--- src/rtl/ctrl_id.sv ---
// Decode stage: registers the instruction and ALU select, flags illegal opcodes.
// Define CTRL_ID_HAZARD_EN to compile in load-use stall detection and the HOLD state.
module ctrl_id (
   input  logic        clk,
   input  logic        rst,
   input  logic [15:0] i_ir_id,
   input  logic        i_valid_id,
   input  logic        i_flush,
   output logic [2:0]  o_alu_sel_r,
   output logic [15:0] o_ir_cache,
   output logic        o_stall,
   output logic        o_illegal
);

   localparam logic [3:0] OP_NOP = 4'h0;
   localparam logic [3:0] OP_ADD = 4'h1;
   localparam logic [3:0] OP_SUB = 4'h2;
   localparam logic [3:0] OP_AND = 4'h3;
   localparam logic [3:0] OP_OR  = 4'h4;
   localparam logic [3:0] OP_XOR = 4'h5;
   localparam logic [3:0] OP_SHL = 4'h6;
   localparam logic [3:0] OP_SHR = 4'h7;
   localparam logic [3:0] OP_LD  = 4'h8;
   localparam logic [3:0] OP_ST  = 4'h9;
   localparam logic [3:0] OP_BEQ = 4'hA;
   localparam logic [3:0] OP_JMP = 4'hB;

   logic [15:0] ir_q, ir_d;
   logic [2:0]  sel_q, sel_d;
   logic        illegal_q, illegal_d;

   logic [3:0] op;
   logic [2:0] sel_dec;
   logic       illegal_dec;
   logic       use_rs1;
   logic       use_rs2;
   logic       stall;
   logic       issue;

   assign op = i_ir_id[15:12];

   always_comb begin
      sel_dec     = 3'b000;
      illegal_dec = 1'b0;
      use_rs1     = 1'b0;
      use_rs2     = 1'b0;
      unique case (op)
         OP_ADD: begin sel_dec = 3'b000; use_rs1 = 1'b1; use_rs2 = 1'b1; end
         OP_SUB: begin sel_dec = 3'b001; use_rs1 = 1'b1; use_rs2 = 1'b1; end
         OP_AND: begin sel_dec = 3'b010; use_rs1 = 1'b1; use_rs2 = 1'b1; end
         OP_OR:  begin sel_dec = 3'b011; use_rs1 = 1'b1; use_rs2 = 1'b1; end
         OP_XOR: begin sel_dec = 3'b100; use_rs1 = 1'b1; use_rs2 = 1'b1; end
         OP_SHL: begin sel_dec = 3'b101; use_rs1 = 1'b1; use_rs2 = 1'b1; end
         OP_SHR: begin sel_dec = 3'b110; use_rs1 = 1'b1; use_rs2 = 1'b1; end
         OP_LD:  begin sel_dec = 3'b000; use_rs1 = 1'b1; end
         OP_ST:  begin sel_dec = 3'b000; use_rs1 = 1'b1; use_rs2 = 1'b1; end
         OP_BEQ: begin sel_dec = 3'b001; use_rs1 = 1'b1; use_rs2 = 1'b1; end
         OP_NOP, OP_JMP: sel_dec = 3'b000;
         default: illegal_dec = 1'b1;
      endcase
   end

`ifdef CTRL_ID_HAZARD_EN
   typedef enum logic {RUN, HOLD} state_e;

   state_e     state_q, state_d;
   logic       hazard;
   logic [2:0] ld_rd;
   logic [2:0] rs1;
   logic [2:0] rs2;

   assign ld_rd = ir_q[11:9];
   assign rs1   = i_ir_id[8:6];
   assign rs2   = i_ir_id[5:3];

   // Only the instruction just issued can be a load whose data is not ready yet
   always_comb begin
      hazard = (state_q == RUN) && i_valid_id &&
               (ir_q[15:12] == OP_LD) && (ld_rd != 3'd0) &&
               ((use_rs1 && (rs1 == ld_rd)) ||
                (use_rs2 && (rs2 == ld_rd)));
   end

   always_ff @(posedge clk) begin
      if (rst) state_q <= RUN;
      else     state_q <= state_d;
   end

   always_comb begin
      state_d = state_q;
      unique case (state_q)
         RUN:  if (!i_flush && hazard) state_d = HOLD;
         HOLD: state_d = RUN;
         default: state_d = RUN;
      endcase
   end

   always_comb begin
      stall = hazard && !i_flush && !rst;
   end
`else
   always_comb begin
      stall = 1'b0;
   end
`endif

   assign issue = i_valid_id && !i_flush && !stall && !illegal_dec;

   always_comb begin
      ir_d      = 16'h0000;
      sel_d     = 3'b000;
      illegal_d = i_valid_id && !i_flush && illegal_dec;
      if (issue) begin
         ir_d  = i_ir_id;
         sel_d = sel_dec;
      end
   end

   always_ff @(posedge clk) begin
      if (rst) begin
         ir_q      <= 16'h0000;
         sel_q     <= 3'b000;
         illegal_q <= 1'b0;
      end else begin
         ir_q      <= ir_d;
         sel_q     <= sel_d;
         illegal_q <= illegal_d;
      end
   end

   assign o_ir_cache  = ir_q;
   assign o_alu_sel_r = sel_q;
   assign o_illegal   = illegal_q;
   assign o_stall     = stall;

endmodule

--- config.mk ---
export PLATFORM = sky130hd
export DESIGN_NAME = ctrl_id
export DESIGN_NICKNAME = d
export VERILOG_FILES = /design/src/rtl/ctrl_id.sv
export SDC_FILE = /design/constraint.sdc
export NUM_CORES = 1
export LEC_CHECK = 0
export CORE_ASPECT_RATIO = 1.25
export CORE_MARGIN = 1
export CORE_UTILIZATION = 34
export DETAILED_ROUTE_END_ITERATION = 16
export PLACE_DENSITY = 0.85
export SLEW_MARGIN = 10
export SYNTH_ARGS = -nofsm -noshare
export SYNTH_HDL_FRONTEND = slang
export SYNTH_SLANG_ARGS = --single-unit
--- constraint.sdc ---
create_clock -name clk -period 1.7 [get_ports clk]
set_clock_uncertainty 0.15 [all_clocks]
set_input_delay 0.425 -clock clk [delete_from_list [all_inputs] [get_ports clk]]
set_output_delay 0.425 -clock clk [all_outputs]
set_load 0.01 [all_outputs]
* Word-level counts from Yosys, hierarchy flattened *
Index checks and enable logic that the tools add are counted.

storage, ports and cells
  bits in registers = 20
  input bits = 20
  output and inout bits = 21

operators by class
  bitwise operators = 1
  multiplexer cells = 2
  reduce and logical (&&, ||, !) cells = 8
  eq/ne operators = 11

operator list
  cell                                                 count
  case mux 3 bit (6 select lines)                      1
  equality test 4 x 3 -> 1 bit, second input constant  4
  equality test 4 bit, second input constant           4
  OR reduction 12 bit                                  1
  equality test 4 x 2 -> 1 bit, second input constant  2
  equality test 4 x 1 -> 1 bit, second input constant  1
  zero test 4 bit                                      1
  OR reduction 2 bit                                   2
  logical AND 1 bit                                    3
  zero test 1 bit                                      1
  two-way mux 1 bit                                    1
  NOT 1 bit                                            1

* Longest topological paths before layout *
Gate-level depths: netlist (run 1).

  word-level depth = 5
  mapped depth = 4
  gate-level depth less buffers = 2

* Least setup slack after synthesis (run 1) *
Ideal clock, no wire load.

  path kind = input-to-reg
  from = input port i_flush
  to = register sel_q[0], in the netlist o_alu_sel_r[0]
  path slack = 0.298 ns
  required time = 1.463 ns
  data arrival time = 1.165 ns
  path buffers = 1
  stages on the path = 3
  library setup time = 0.087 ns
  cell sequence = or3b_4 -> buf_6 -> nor4_4

between the ends
  word-level cells in the longest chain between the ends = 5

RTL lines
  what                                 line  text
  start, declared                      8     input logic i_flush,
  zero test 1 bit                      107   assign issue = i_valid_id && !i_flush && !stall && !illegal_dec;
  logical AND 1 bit (2 in series)      107
  NOT 1 bit (no source line)           -
  OR reduction 2 bit (no source line)  -
  end signal, assigned                 126   sel_q <= sel_d;
  end, declared                        29    logic [2:0] sel_q, sel_d;

No other way between the ends.
A chain may end at the register's enable or synchronous reset.

* Worst setup path in the final report (run 1) *
  from = input port i_valid_id
  to = register sel_q[0], in the netlist o_alu_sel_r[0]

between the ends
  word-level cells in the longest chain between the ends = 4

RTL lines
  what                                 line  text
  start, declared                      7     input logic i_valid_id,
  logical AND 1 bit (2 in series)      107
  NOT 1 bit (no source line)           -
  OR reduction 2 bit (no source line)  -

No other way between the ends.

==> impl_metrics.json, run 1 <==
{
  "outcome": "finished, final reports clean",
  "track_usage": 0.151,
  "crit_type": "input port to flip-flop",
  "worst_pin_slew_ns": 0.598,
  "timing.final.crit_share": 0.925,
  "cp.depth": 3,
  "synth-warning-count": 0,
  "max_freq_ghz": 0.636,
  "cts_root_buf": "clkbuf_4",
  "ys_seq_elements": 20,
  "grt_setup_unrepaired": "no",
  "grtUsageMet1": 0.148,
  "grt_pass1_wl_um": 2010,
  "crit_family": "simple AND/OR/NAND/NOR gates",
  "hold_class": "input port to flip-flop",
  "drc": 0,
  "io_pins": 41,
  "vias_per_cell": 4.65,
  "dieWidth_um": 40.9,
  "required_ns": 1.76,
  "netlist_area_um2": 644,
  "antenna_found_initial": 0,
  "cts.clk_slew.worst_paths_ns": 0.11,
  "grt_overflow": 0,
  "synth_seq_area_share": 0.621,
  "p_per_area_nw_per_um2": 893,
  "dp.cells": 108,
  "antenna_cells": 0,
  "htreeDepth": 1,
  "hold_viol": 0,
  "hold_buffers": 0,
  "clockBufferDepth": 2,
  "wirelength_um": 1320,
  "cts_tree": "done",
  "met2_usage": 0.247,
  "finalNonFillerCells": 112,
  "cp-endpoint": "o_alu_sel_r[0]",
  "antenna_left": 0,
  "slew_viol_final": 0,
  "fillCellCount": 165,
  "area_delta_synth_final_pct": 66.4,
  "synth_cells": 52,
  "crit_start": "i_valid_id",
  "leakage_nw": 0.477,
  "setup_viol": 0,
  "crit_buf_inv": 1,
  "min_period_ns": 1.57,
  "place.gp.congestion": 0.584,
  "fp.coreArea_um2": 1770,
  "wl_per_cell_um": 11.8,
  "use_met3": 0.0398,
  "synth_fp_nets": 72,
  "crit_chain": "clkdlybuf4s50_1 > or3b_4 > nor4_4",
  "slew_headroom": 0.602,
  "finalNetCount": 114,
  "vdd_drop_max_mv": 0.536,
  "hpwl_um": 980,
  "cts_buffers": 3,
  "drtIter0Drc": 6,
  "drt-pass1-iter-count": 4,
  "mostFrequentLayoutCells": "20 x dfxtp_1, 20 x dlygate4sd2_1, 19 x clkdlybuf4s50_1",
  "crit_arrival_ns": 1.63,
  "die_y_um": 50.7,
  "cts_resized": 20,
  "cts_sinks": 20,
  "drive_above_1_share": 0.118,
  "crit_path_end_kind": "flip-flop",
  "cp_slowest_stage_delay_ns": 0.49,
  "avgSynthCellArea_um2": 12.4,
  "top_usage_layer": "met2",
  "cp_max_fo": 20,
  "setup.worst_path.start_class": "input port",
  "fin_tns_setup_ns": 0,
  "die_area_um2": 2070,
  "vias": 521,
  "grt_pass1_vias": 472,
  "p_total_mw": 0.958,
  "start_util": 0.365,
  "crit_slowest_cell": "or3b_4",
  "core.rowCount": 17,
  "maxCapViolCount": 0,
  "grt_max_degree": 21,
  "port_buffers": 39,
  "post-cts-setup-buffer-count": 0,
  "synth_cell_types": 16
}
==> layer usage <==
metal / vias up / share of wire
li1: 256 / -
met1: 229 / 0.39
met2: 34 / 0.49
met3: 2 / 0.11
met4: 0 / 0.011
met5: - / 0
==> kinds of logic after synthesis <==
kind of cell           count (synthesis)  synth area share
AO/OA/AOI/OAI                          2            0.0272
buffers and inverters                  5            0.0563
flip-flops                            20             0.621
other                                  1           0.00582
AND/OR/NAND/NOR                       24             0.289
==> state kept, by name, indices dropped and copies added (netlist names) <==
signal	cells
o_illegal	1
o_alu_sel_r	3
o_ir_cache	16
==> cell type report <==
class                      count  area, µm²  share of cell area
timing repair buffer          42        388               0.362
clock inverter                 1       30.0              0.0280
multi-input combinational     27        208               0.194
clock buffer                   3       22.5              0.0210
tap                           19       23.8              0.0222
sequential                    20        400               0.373
==> through the flow <==
step	util	hold slack, ns	instance area (µm²)	setup WS, ns
after floorplan	-	0.346	644	0.298
after global placement	0.592	0.858	1040	-0.156
after detailed placement	0.592	0.847	1040	-0.182
after CTS	0.607	0.517	1070	0.133
after global routing	0.607	0.505	1070	0.0758
final	0.607	0.527	1070	0.128
==> worst min path at each step <==
stage,start,to,cells past startpoint
after CTS,i_ir_id[4],o_ir_cache[4],2
after global placement,i_ir_id[10],o_ir_cache[10],2
after detailed placement,i_ir_id[4],o_ir_cache[4],2
final,i_ir_id[4],o_ir_cache[4],2
after floorplan,i_ir_id[12],o_alu_sel_r[0],1
after global routing,i_ir_id[9],o_ir_cache[9],2
==> cells in the mapped netlist <==
cell type,n,area (µm²)
and2_1,1,6.26
a211oi_2,1,12.5
dfxtp_1,20,400
buf_2,2,10.0
o21ai_0,1,5.00
or3b_2,1,8.76
nand2_1,1,3.75
buf_6,1,11.3
nor2b_1,1,6.26
nor3_1,1,5.00
buf_4,2,15.0
nor4_4,1,21.3
or3b_4,1,11.3
conb_1,1,3.75
nor3b_1,16,120
nor2_1,1,3.75
==> where the power goes <==
part / leakage, nW / switching, mW / internal, mW
Combinational: 0.287 / 0.0369 / 0.0646
Clock: 0.0279 / 0.137 / 0.238
Sequential: 0.162 / 0.00201 / 0.478
Total: 0.477 / 0.176 / 0.781
(Power assumes the default switching activity.)
==> run 2: changes to the inputs <==
Settings changed: GPL_TIMING_DRIVEN from default to 1.
==> results of run 2 <==
The final DEF is identical to that of run 1; final timing and power are the same.
==> run 3: changes to the inputs <==
Settings changed: CTS_CLUSTER_DIAMETER from default to 50.
==> results of run 3 <==
The final DEF is identical to that of run 1; final timing and power are the same.
